--- config.mk ---
export PLATFORM = sky130hd
export DESIGN_NAME = id_queue
export DESIGN_NICKNAME = d
export VERILOG_FILES = /design/src/rtl/id_queue_pkg.sv /design/src/rtl/id_queue.sv
export SDC_FILE = /design/constraint.sdc
export NUM_CORES = 1
export LEC_CHECK = 0
export BUFFER_PORTS_ARGS = -buffer_cell sky130_fd_sc_hd__clkbuf_2
export CORE_MARGIN = 2
export CORE_UTILIZATION = 53
export CTS_BUF_LIST = sky130_fd_sc_hd__clkbuf_8
export DETAILED_ROUTE_END_ITERATION = 12
export GPL_TIMING_DRIVEN = 0
export PLACE_DENSITY = 0.86
export RECOVER_POWER = 25
export SYNTH_ARGS = -nofsm -noshare
export SYNTH_HDL_FRONTEND = slang
export SYNTH_SLANG_ARGS = --single-unit
--- constraint.sdc ---
create_clock -name clk -period 2.5 [get_ports clk]
set_input_delay 0.375 -clock clk [delete_from_list [all_inputs] [get_ports clk]]
set_output_delay 0.375 -clock clk [all_outputs]
set_load 0.02 [all_outputs]
--- src/rtl/id_queue_pkg.sv ---
// id_queue_pkg: shared CPU decode-field types reused by the ID stage
package id_queue_pkg;

  typedef struct packed {
    logic [15:0] imm16;
    logic [4:0]  rs;
    logic [4:0]  rt;
    logic [4:0]  rd;
  } dec_fields_t;

  function automatic dec_fields_t decode_fields(input logic [31:0] instr);
    decode_fields = '{imm16: instr[15:0], rs: instr[25:21], rt: instr[20:16], rd: instr[15:11]};
  endfunction

endpackage

--- src/rtl/id_queue.sv ---
// id_queue: IF/ID instruction FIFO with decoded head fields, flush and full/empty by count
module id_queue
  import id_queue_pkg::*;
#(
  parameter int DEPTH  = 4,
  parameter int DATA_W = 32
) (
  input  logic                     clk,
  input  logic                     rst,
  input  logic                     ID_Flush,
  input  logic                     IF_Valid,
  input  logic [DATA_W-1:0]        IF_Instr,
  input  logic [DATA_W-1:0]        IF_PC,
  output logic                     IF_Ready,
  input  logic                     ID_Wr,
  output logic                     ID_Valid,
  output logic [DATA_W-1:0]        ID_Instr,
  output logic [15:0]              ID_Imm16,
  output logic [4:0]               ID_rs,
  output logic [4:0]               ID_rt,
  output logic [4:0]               ID_rd,
  output logic [DATA_W-1:0]        ID_PC,
  output logic [$clog2(DEPTH):0]   ID_Count
);
  localparam int AW = $clog2(DEPTH);
  localparam int CW = AW + 1;
  logic [DATA_W-1:0] instr_mem [DEPTH];
  logic [DATA_W-1:0] pc_mem    [DEPTH];
  logic [AW-1:0]     wr_ptr, rd_ptr;
  logic [CW-1:0]     count;
  logic              enq, deq;
  dec_fields_t       head_f;
  assign ID_Count = count;
  assign IF_Ready = count != CW'(DEPTH);
  assign ID_Valid = count != '0;
  assign enq      = IF_Valid && IF_Ready;
  assign deq      = ID_Wr && ID_Valid;
  // pointers and occupancy; reset beats flush, flush beats traffic
  always_ff @(posedge clk) begin
    if (rst) begin
      wr_ptr <= '0;
      rd_ptr <= '0;
      count  <= '0;
    end else if (ID_Flush) begin
      wr_ptr <= '0;
      rd_ptr <= '0;
      count  <= '0;
    end else begin
      if (enq) wr_ptr <= wr_ptr + 1'b1;
      if (deq) rd_ptr <= rd_ptr + 1'b1;
      count <= count + CW'(enq) - CW'(deq);
    end
  end
  // storage needs no reset: contents are masked while the queue is empty
  always_ff @(posedge clk) begin
    if (enq) begin
      instr_mem[wr_ptr] <= IF_Instr;
      pc_mem[wr_ptr]    <= IF_PC;
    end
  end
  // head presentation, forced to zero when nothing is buffered
  always_comb begin
    head_f   = decode_fields(32'(instr_mem[rd_ptr]));
    ID_Instr = ID_Valid ? instr_mem[rd_ptr] : '0;
    ID_PC    = ID_Valid ? pc_mem[rd_ptr] : '0;
    ID_Imm16 = ID_Valid ? head_f.imm16 : '0;
    ID_rs    = ID_Valid ? head_f.rs : '0;
    ID_rt    = ID_Valid ? head_f.rt : '0;
    ID_rd    = ID_Valid ? head_f.rd : '0;
  end
endmodule

==> results of run 1 <==
## final timing paths
path / end / slack, ns / cells past startpoint
setup / recovery: ID_Instr[11] / -0.005 / 6
hold / removal: instr_mem[0][17]$_DFFE_PP_ / 0.07 / 1
setup reg to reg: ID_Count[2]$_SDFF_PP0_ / 0.15 / 10
hold reg to reg: register / 0.52 / 2
## flip-flops by register name, indices dropped and copies added (netlist names), named ones only
| register | count |
|---|---|
| instr_mem | 128 |
| ID_Count | 3 |
| rd_ptr | 2 |
| wr_ptr | 2 |
| pc_mem | 128 |
## stage by stage
step | util | instances | area (sq um) | setup WS (ns)
floorplan | - | 485 | 10500 | 0.0251
global placement | 0.599 | 918 | 11600 | -0.0793
detailed placement | 0.605 | 922 | 11700 | -0.0432
CTS | 0.654 | 1001 | 12700 | -0.0720
global route | 0.680 | 991 | 13200 | -0.0793
finish | 0.680 | 991 | 13200 | -0.00508
## cell usage after synthesis, types with 4 or more instances
library cell | number | area share
dfxtp_1 | 9 | 0.017
and2_1 | 67 | 0.040
and3_1 | 4 | 0.0024
mux2i_1 | 4 | 0.0038
edfxtp_1 | 256 | 0.74
buf_4 | 31 | 0.022
mux4_2 | 60 | 0.13
nand2_1 | 6 | 0.0022
ha_1 | 6 | 0.0072
inv_1 | 4 | 0.0014
mux4_1 | 4 | 0.010
buf_12 | 6 | 0.012
clkbuf_1 | 9 | 0.0032
buf_2 | 6 | 0.0029
## layer usage
layer	part of all wire	vias to the layer above
li1	-	2328
met1	0.39	2683
met4	0.022	0
met3	0.049	37
met2	0.53	167
met5	0	-
## power by group
part / internal, uW / total [uW] / switching, uW
registers: 5010 / 5050 / 37.4
logic: 607 / 1230 / 625
clock network: 2060 / 3650 / 1590
## worst max-delay path, cell delays in order (launching register included)
cell and delay [ns]:
dfxtp_4 0.38, buf_12 0.15, clkbuf_16 0.15, mux4_2 0.51
and2_4 0.19, buf_6 0.11, buf_6 0.12
## cell type report
class / instances / area (sq um)
Tap cell: 265 / 332
Fill cell: 1294 / 6200
Inverter: 4 / 15.0
Buffer: 32 / 348
Multi-Input combinational cell: 162 / 2290
Timing Repair Buffer: 187 / 1490
Clock inverter: 32 / 243
Clock buffer: 44 / 606
Sequential cell: 265 / 7880
## timing repair
action | 4_1_cts | 5_1_grt
pin swaps | 1 | 18
endpoints found under the setup margin | 93 | 53
gates cloned | 0 | 6
resized for setup | 32 | 239
setup buffers | 4 | 5
## logic make-up (layout without fill, tap and decap cells)
| logic type | count (synthesis) | in the layout | synth area share |
|---|---|---|---|
| buffers and inverters | 58 | 299 | 0.0429 |
| adders and majority gates | 7 | 7 | 0.00910 |
| and+or+nand+nor | 83 | 83 | 0.0480 |
| xor gates and xnor gates | 3 | 3 | 0.00252 |
| muxes | 68 | 68 | 0.143 |
| DFF | 265 | 265 | 0.753 |
| AOI/OAI and AO/OA | 1 | 1 | 0.000839 |
==> summary.md, run 1 <==
| Metric | Value |
|---|---|
| Outcome | `complete, but fails checks` |
| Failing checks | `setup timing` |
| CTS Buf Count | `42` |
| Floorplan core area | `19400 sq um` |
| Gp weighted congestion | `0.739` |
| RSZ-0062 raised after global routing | `true` |
| CP Max Fanout | `6` |
| Final min period | `2.51 ns` |
| Async S/R FF share, synth | `0` |
| Antenna diodes | `0` |
| Clock Tree Buf Depth | `3` |
| Commonest non-fill, non-tap cell in the layout | `edfxtp_1` |
| Final worst-path cycle share | `1.00` |
| Pre-Repair DR Iteration Count | `4` |
| VDD IR max | `0.000609 V` |
| CP endpoint kind | `output port` |
| DR vias | `5215` |
| CTS Sinks | `265` |
| Cell variety after synth | `24` |
| DRC Markers | `0` |
| Flops & latches, synth | `265` |
| Top FF cell, synth | `edfxtp_1` |
| Required time worst endpoint | `2.12 ns` |
| Cell count after synthesis | `485` |
| CTS tree | `done` |
| Die width | `144 um` |
| Layout cell share with drive strength beyond 1 | `0.496` |
| Initial core utilization | `0.538` |
| Final Hold Fails | `0` |
| Post-synthesis net count | `561` |
| Sequential share of the synthesized area | `0.753` |
| Reg2reg start | `ID_Count[0]$_SDFF_PP0_` |
| Setup TNS | `-0.00631 ns` |
| Final ANT Viol Nets | `0` |
| Grt ovf | `0` |
| Area growth, synth to finish | `26.3%` |
| Drt wl/cell | `20.1 um` |
| Syn avg cell area | `21.5 sq um` |
| Iteration-0 DRC Markers | `257` |
| First-pass GRT wire length | `29200 um` |
| Arrival time worst endpoint | `2.13 ns` |
| # port buffers | `168` |
| Pwr Density | `753 nW/um^2` |
| Worst Max-Slew Pin Slew | `0.506 ns` |
| Hold_buf cts | `0` |
| Die height | `144 um` |
| GR Util met3 | `0.0411` |
| Maximum number of pins on one net before global-route repair | `38` |
| Hold Path Class | `input pin to register` |
| Clk_skew | `0.0108 ns` |
| DRT Wirelength | `19900 um` |
| Overall power | `9930 uW` |
| DP HPWL | `12300 um` |
| Gr busiest metal | `met2` |
| Final setup margin | `-0.00508 ns` |
| H-tree depth | `2` |
| Startpoint Class | `register` |
| IO Pins | `169` |
| Met2 Usage GRT | `0.342` |
| Slew Viols, Final | `0` |
| Detail-routed via count per cell | `5.26` |
| Pleak | `0.00469 uW` |
| Final hold slack | `0.0703 ns` |
| Rows | `51` |
| Max-cap violations | `0` |
| Slew headroom | `0.663` |
| Die ar. | `20800 sq um` |
| Post-synth EDFFs | `256` |
| Clk pin slew, worst setup/hold paths | `0.06 ns` |
| Tot GR Track Use | `0.187` |
| Nets | `770` |
| Yosys warnings | `0` |
| Initial antenna violation count | `0` |
| Worst skew pair latency | `0.53 ns` |
| Vias in the first global route | `5667` |
| Most frequent cells in the layout | `256 x edfxtp_1, 69 x clkbuf_2, 67 x buf_6` |
| Hold_sp | `IF_Instr[17]` |
| Crit Path Class | `register to output port` |
| Final setup vio count | `2` |
| GR Layer Usage met1 | `0.219` |
| Mapped Area | `10400 sq um` |
| Clk root buf | `clkbuf_8` |
| Maximum clock frequency | `0.399 GHz` |
(Power assumes the default switching activity.)
==> inputs of run 2 (changes only) <==
--- a/config.mk
+++ b/config.mk
@@ -5,7 +5,7 @@
 export SDC_FILE = /design/constraint.sdc
 export NUM_CORES = 1
 export LEC_CHECK = 0
-export BUFFER_PORTS_ARGS = -buffer_cell sky130_fd_sc_hd__clkbuf_2
+export BUFFER_PORTS_ARGS = -buffer_cell sky130_fd_sc_hd__buf_4
 export CORE_MARGIN = 2
 export CORE_UTILIZATION = 53
 export CTS_BUF_LIST = sky130_fd_sc_hd__clkbuf_8
==> run 2 against run 1 <==
- count of clock-buffer cells in the layout did not move
- clock skew rose by 0.0075 ns
- critical path depth rose by 1
- flip-flop and latch count did not move
- critical path type unchanged
- wire length rose by 2.2%
- core utilization rose by 1.7 points
- sequential power barely moved
- the flow still finishes with violations (setup timing)
- total power fell by 2.5%
- maximum frequency fell by 0.50%
- largest power group unchanged
==> summary.md, run 2 (synthesized netlist as in run 1, its figures left out) <==
| Metric | Value |
|---|---|
| Reg2Reg Setup Slack | `0.12 ns (-0.03 ns)` |
| Maximum clock frequency | `0.397 GHz (-0.50%)` |
| Die ar. | `20800 sq um (unchanged)` |
| # port buffers | `168 (unchanged)` |
| CTS Buf Count | `41 (-2.4%)` |
| Most frequent cells in the layout | `256 x edfxtp_1, 105 x buf_6, 63 x mux4_2` |
| First-pass GRT wire length | `30900 um (+5.8%)` |
| Placed Cells | `922 (unchanged)` |
| Crit-path cells | `buf_12 -> buf_12 -> buf_12 -> buf_12 -> mux4_2 -> and2_4 -> buf_6` |
| Failing checks | `setup timing` |
| Rows | `51 (unchanged)` |
| Maximum number of pins on one net before global-route repair | `35 (-7.9%)` |
| Slew headroom | `0.638 (-0.0247)` |
| VDD IR max | `0.000532 V (-13%)` |
| Crit Path Class | `register to output port` |
| Outcome | `complete, but fails checks` |
| DR vias | `5250 (+0.67%)` |
| H-tree depth | `2 (unchanged)` |
| CP endpoint kind | `output port` |
| Tot GR Track Use | `0.198 (+0.0117)` |
| CP max stage delay | `0.50 ns (about the same)` |
| Startpoint Class | `register` |
| Required time worst endpoint | `2.12 ns (about the same)` |
| Clk_skew | `0.0183 ns (+0.00748 ns)` |
| Pwr Density | `716 nW/um^2 (-4.8%)` |
| Iteration-0 DRC Markers | `363 (+41%)` |
| DRC Markers | `0 (unchanged)` |
| Pleak | `0.00479 uW (+2.1%)` |
| Worst Max-Slew Pin Slew | `0.543 ns (+0.0371 ns)` |
| Max-cap violations | `0 (unchanged)` |
| Multi-input logic area | `2310 sq um (+1.1%)` |
| Commonest non-fill, non-tap cell in the layout | `edfxtp_1` |
| Drt wl/cell | `20.3 um (+1.2%)` |
| Nets | `782 (+1.6%)` |
| Detail-routed via count per cell | `5.24 (-0.33%)` |
| Die height | `144 um (unchanged)` |
| Gp weighted congestion | `0.746 (+0.92%)` |
| Clk root buf | `clkbuf_8` |
| Crit path to | `ID_Instr[30]` |
| Post-route non-filler standard cell count | `1001 (+1.0%)` |
| Overall power | `9690 uW (-2.5%)` |
| Reg2Reg Capture Point | `ID_Count[2]$_SDFF_PP0_` |
| CP max stage cell | `mux4_2` |
| Die width | `144 um (unchanged)` |
| Final setup margin | `-0.0176 ns (-0.0125 ns)` |
| Area growth, synth to finish | `29.5%` |
| Final setup vio count | `15 (+13)` |
| FF-to-FF path depth | `10 (unchanged)` |
| Vias in the first global route | `5775 (+1.9%)` |
| Slew Viols, Final | `0 (unchanged)` |
| Final min period | `2.52 ns (+0.0125 ns)` |
| Initial antenna violation count | `0 (unchanged)` |
| Grt ovf | `0 (unchanged)` |
| Sequential cell area | `7870 sq um (about the same)` |
| Final Hold Fails | `0 (unchanged)` |
| Worst skew pair latency | `0.53 ns (about the same)` |
| Floorplan core area | `19400 sq um (unchanged)` |
| CP Max Fanout | `6 (unchanged)` |
| Layout cell share with drive strength beyond 1 | `0.510 (+0.0136)` |
| Hold-critical path depth | `2 (+1)` |
| Most used cell, CP | `buf_12` |
| RSZ-0062 raised after global routing | `true` |
| Antenna diodes | `0 (unchanged)` |
| Final worst-path cycle share | `1.01 (+0.00501)` |
| Setup TNS | `-0.112 ns (-0.105 ns)` |
| IO Pins | `169 (unchanged)` |
| Arrival time worst endpoint | `2.14 ns (about the same)` |
| Reg2reg start | `ID_Count[0]$_SDFF_PP0_` |
| Clk pin slew, worst setup/hold paths | `0.06 ns (about the same)` |
| Hold Path Class | `input pin to register` |
| DRT Wirelength | `20300 um (+2.2%)` |
| CTS tree | `done` |
| Fillers | `1232 (-4.8%)` |
| CTS Sinks | `265 (unchanged)` |
| Clock Tree Buf Depth | `3 (unchanged)` |
| Pre-Repair DR Iteration Count | `4 (unchanged)` |
| DP HPWL | `12500 um (+1.6%)` |
| Initial core utilization | `0.538 (unchanged)` |
| Hold_buf cts | `0 (unchanged)` |
| Final ANT Viol Nets | `0 (unchanged)` |
[run 2: worst min-delay path by stage]
stage / start / end / slack, ns
floorplan: rst / ID_Count[1]$_SDFF_PP0_ / 0.44
global placement: wr_ptr[0]$_SDFFE_PP0P_ / wr_ptr[0]$_SDFFE_PP0P_ / 0.48
detailed placement: wr_ptr[1]$_SDFFE_PP0P_ / wr_ptr[1]$_SDFFE_PP0P_ / 0.50
CTS: rst / ID_Count[1]$_SDFF_PP0_ / 0.009
global route: rst / ID_Count[1]$_SDFF_PP0_ / 0.03
finish: rst / ID_Count[1]$_SDFF_PP0_ / 0.05
[run 2: area by class of cell]
type	instances	share of cell area
Sequential cell	265	0.582
Multi-Input combinational cell	162	0.171
Timing Repair Buffer	199	0.138
Clock buffer	44	0.0448
Buffer	33	0.0273
Tap cell	265	0.0245
Clock inverter	29	0.0109
Inverter	4	0.00111
[run 2: what timing repair did]
action / 4_1_cts / 5_1_grt
cloned: 4 / 0
pin swaps: 18 / 2
setup buffers: 24 / 0
gates resized for setup: 179 / 26
endpoints found under the setup margin: 92 / 73
[run 2: metal layers]
| metal | vias to the layer above | wire [um] | GRT usage |
|---|---|---|---|
| li1 | 2349 | - | - |
| met1 | 2668 | 7600 | 0.252 |
| met2 | 206 | 11100 | 0.346 |
| met3 | 27 | 1350 | 0.0437 |
| met4 | 0 | 323 | 0.0588 |
| met5 | - | 0 | 0 |
[run 2: where the power goes]
group          total, uW  switching, uW  internal (uW)
Combinational       1360            649            710
Sequential          5050           36.4           5010
Clock               3280           1550           1730
Total               9690           2240           7450
[run 2: through the flow]
step | hold WS [ns] | instance area, sq um | utilization | worst slack [ns]
final | 0.0491 | 13500 | 0.697 | -0.0176
after global routing | 0.0255 | 13500 | 0.697 | -0.0986
after CTS | 0.00906 | 13700 | 0.705 | -0.0523
after detailed placement | 0.498 | 12100 | 0.626 | -0.0722
after global placement | 0.480 | 12000 | 0.621 | -0.0945
after floorplan | 0.439 | 10500 | - | 0.0251
[run 2: critical path, delay by kind of cell, from the launching register on]
kind | cells | cell delay, ns
simple gates | 1 | 0.18
flops | 1 | 0.34
mux | 1 | 0.50
buf+inv | 5 | 0.60
==> inputs of run 3 (changes only) <==
--- a/config.mk
+++ b/config.mk
@@ -8,7 +8,7 @@
 export BUFFER_PORTS_ARGS = -buffer_cell sky130_fd_sc_hd__buf_4
 export CORE_MARGIN = 2
 export CORE_UTILIZATION = 53
-export CTS_BUF_LIST = sky130_fd_sc_hd__clkbuf_8
+export CTS_BUF_LIST = sky130_fd_sc_hd__clkbuf_4 sky130_fd_sc_hd__clkbuf_8
 export DETAILED_ROUTE_END_ITERATION = 12
 export GPL_TIMING_DRIVEN = 0
 export PLACE_DENSITY = 0.86
==> run 3 against run 2 <==
- the run still ends with setup timing left
- count of clock-buffer cells in the layout grew 14
- critical path depth is the same
- highest routed layer unchanged
- critical path type unchanged
- maximum frequency shrank 0.27%
- sequential power is essentially flat
- wire length grew 0.27%
==> summary.md, run 3 (synthesized netlist as in run 1, its figures left out) <==
| Metric | Value |
|---|---|
| Outcome | `complete, but fails checks` |
| Failing checks | `setup timing` |
| CP Max Fanout | `5 (-1)` |
| Gp weighted congestion | `0.746 (unchanged)` |
| FF-to-FF path depth | `10 (unchanged)` |
| Hold Path Class | `input pin to register` |
| DP HPWL | `12500 um (unchanged)` |
| DR vias | `5246 (-0.076%)` |
| VDD IR max | `0.000534 V (+0.25%)` |
| Reg2Reg Setup Slack | `0.12 ns (about the same)` |
| Pre-Repair DR Iteration Count | `5 (+1)` |
| Die ar. | `20800 sq um (unchanged)` |
| Gr busiest metal | `met2` |
| RSZ-0062 raised after global routing | `true` |
| IO Pins | `169 (unchanged)` |
| Max-cap violations | `0 (unchanged)` |
| Required time worst endpoint | `2.12 ns (about the same)` |
| GR Layer Usage met1 | `0.252 (about the same)` |
| Vias in the first global route | `5777 (+0.035%)` |
| Placed Area | `12100 sq um (unchanged)` |
| Worst skew pair latency | `0.52 ns (about the same)` |
| Final setup margin | `-0.0245 ns (-0.00685 ns)` |
| Met2 Usage GRT | `0.343 (-0.00299)` |
| Reg2reg start | `ID_Count[0]$_SDFF_PP0_` |
| Maximum clock frequency | `0.396 GHz (-0.27%)` |
| Final setup vio count | `14 (-1)` |
| First-pass GRT wire length | `30900 um (about the same)` |
| Startpoint Class | `register` |
| Setup WS pre-CTS | `-0.0722 ns (unchanged)` |
| DRC Markers | `0 (unchanged)` |
| Most frequent cells in the layout | `256 x edfxtp_1, 98 x buf_6, 63 x and2_4, 63 x mux4_2, 55 x buf_4` |
| CP endpoint kind | `output port` |
| Clock Tree Buf Depth | `3 (unchanged)` |
| Commonest non-fill, non-tap cell in the layout | `edfxtp_1` |
| CTS Sinks | `265 (unchanged)` |
| Final min period | `2.52 ns (+0.00685 ns)` |
| H-tree depth | `2 (unchanged)` |
| Initial antenna violation count | `0 (unchanged)` |
| Pwr Density | `731 nW/um^2 (+2.1%)` |
| Initial core utilization | `0.538 (unchanged)` |
| Fin area | `13500 sq um (about the same)` |
| Die height | `144 um (unchanged)` |
| Tot GR Track Use | `0.199 (about the same)` |
| Final ANT Viol Nets | `0 (unchanged)` |
| Grt ovf | `0 (unchanged)` |
| Clk_skew | `0.0152 ns (-0.00310 ns)` |
| Clk pin slew, worst setup/hold paths | `0.06 ns (about the same)` |
| Reg2Reg Capture Point | `ID_Count[2]$_SDFF_PP0_` |
| Rows | `51 (unchanged)` |
| Nets | `780 (-0.26%)` |
| Arrival time worst endpoint | `2.15 ns (about the same)` |
| Crit path to | `ID_PC[20]` |
| CTS Buf Count | `41 (unchanged)` |
| # port buffers | `168 (unchanged)` |
| Pleak | `0.00476 uW (-0.60%)` |
| Clk root buf | `clkbuf_8` |
| Final hold slack | `0.0492 ns (+0.000189 ns)` |
| Antenna diodes | `0 (unchanged)` |
| Hold_buf cts | `0 (unchanged)` |
| Final Hold Fails | `0 (unchanged)` |
| DRT Wirelength | `20400 um (+0.27%)` |
| Final worst-path cycle share | `1.01 (+0.00274)` |
| Iteration-0 DRC Markers | `286 (-21%)` |
| Layout cell share with drive strength beyond 1 | `0.527 (+0.0177)` |
| Overall power | `9900 uW (+2.2%)` |
| Setup TNS | `-0.147 ns (-0.0359 ns)` |
| Worst Max-Slew Pin Slew | `0.540 ns (-0.00281 ns)` |
| Slew Viols, Final | `0 (unchanged)` |
| Maximum number of pins on one net before global-route repair | `35 (unchanged)` |
| GR Util met3 | `0.0444 (+0.000662)` |
| Detail-routed via count per cell | `5.25 (+0.12%)` |
| Floorplan core area | `19400 sq um (unchanged)` |
| Die width | `144 um (unchanged)` |
| Slew headroom | `0.640 (+0.00188)` |
| Drt wl/cell | `20.4 um (+0.47%)` |
| Crit Path Class | `register to output port` |
| Area growth, synth to finish | `29.6% (about the same)` |
| CTS tree | `done` |
==> run 3: changes by cell type in the layout (fill, tap and decap cells not counted), sizes merged <==
cell / change
inv: -14
buf: -4
clkbuf: +16
==> run 3: metal layers <==
metal | wire length (um) | up-vias
met5 | 0 | -
met4 | 415 | 0
met3 | 1290 | 32
met2 | 11000 | 206
met1 | 7710 | 2662
li1 | - | 2346
==> run 3: through the flow <==
step	cells	utilization
final	999	0.698
after global routing	999	0.698
after CTS	1004	0.704
after detailed placement	922	0.626
after global placement	918	0.621
after floorplan	485	-
==> run 3: critical path, cell delays in order, from the launching register on <==
cell and delay (ns):
dfxtp_2 0.34, buf_12 0.13, buf_12 0.11, buf_8 0.11
buf_12 0.12, mux4_2 0.51, and2_4 0.18, buf_6 0.12
==> run 3: power breakdown <==
group          leakage, uW  switching (uW)  total, uW  internal, uW
logic              0.00191             649       1350           703
registers          0.00242            36.2       5050          5010
clock network     0.000432            1560       3500          1940
total              0.00476            2240       9900          7650
==> run 3: repair_timing <==
item / CTS / global route
buffers inserted: 21 / 1
cloned: 4 / 0
resized for setup: 159 / 39
pin swaps: 15 / 5
endpoints found under the setup margin: 92 / 73
==> run 3: how the worst min path moves through the flow <==
stage                                      start                     end  cells past startpoint
after global routing                         rst  ID_Count[1]$_SDFF_PP0_                      2
after global placement    wr_ptr[0]$_SDFFE_PP0P_  wr_ptr[0]$_SDFFE_PP0P_                      2
after floorplan                              rst  ID_Count[1]$_SDFF_PP0_                      1
final                                        rst  ID_Count[1]$_SDFF_PP0_                      2
after CTS                                    rst  ID_Count[1]$_SDFF_PP0_                      2
after detailed placement  wr_ptr[1]$_SDFFE_PP0P_  wr_ptr[1]$_SDFFE_PP0P_                      2
==> run 3: area by class of cell <==
| cell class | count | area [sq um] |
|---|---|---|
| plain buffers | 33 | 365 |
| clock buffers | 58 | 711 |
| clock inverters | 15 | 95.1 |
| fillers | 1238 | 5870 |
| inverters | 4 | 15.0 |
| multi-input cells | 162 | 2310 |
| flip-flops and latches | 265 | 7870 |
| well taps | 265 | 332 |
| repair buffers | 197 | 1830 |
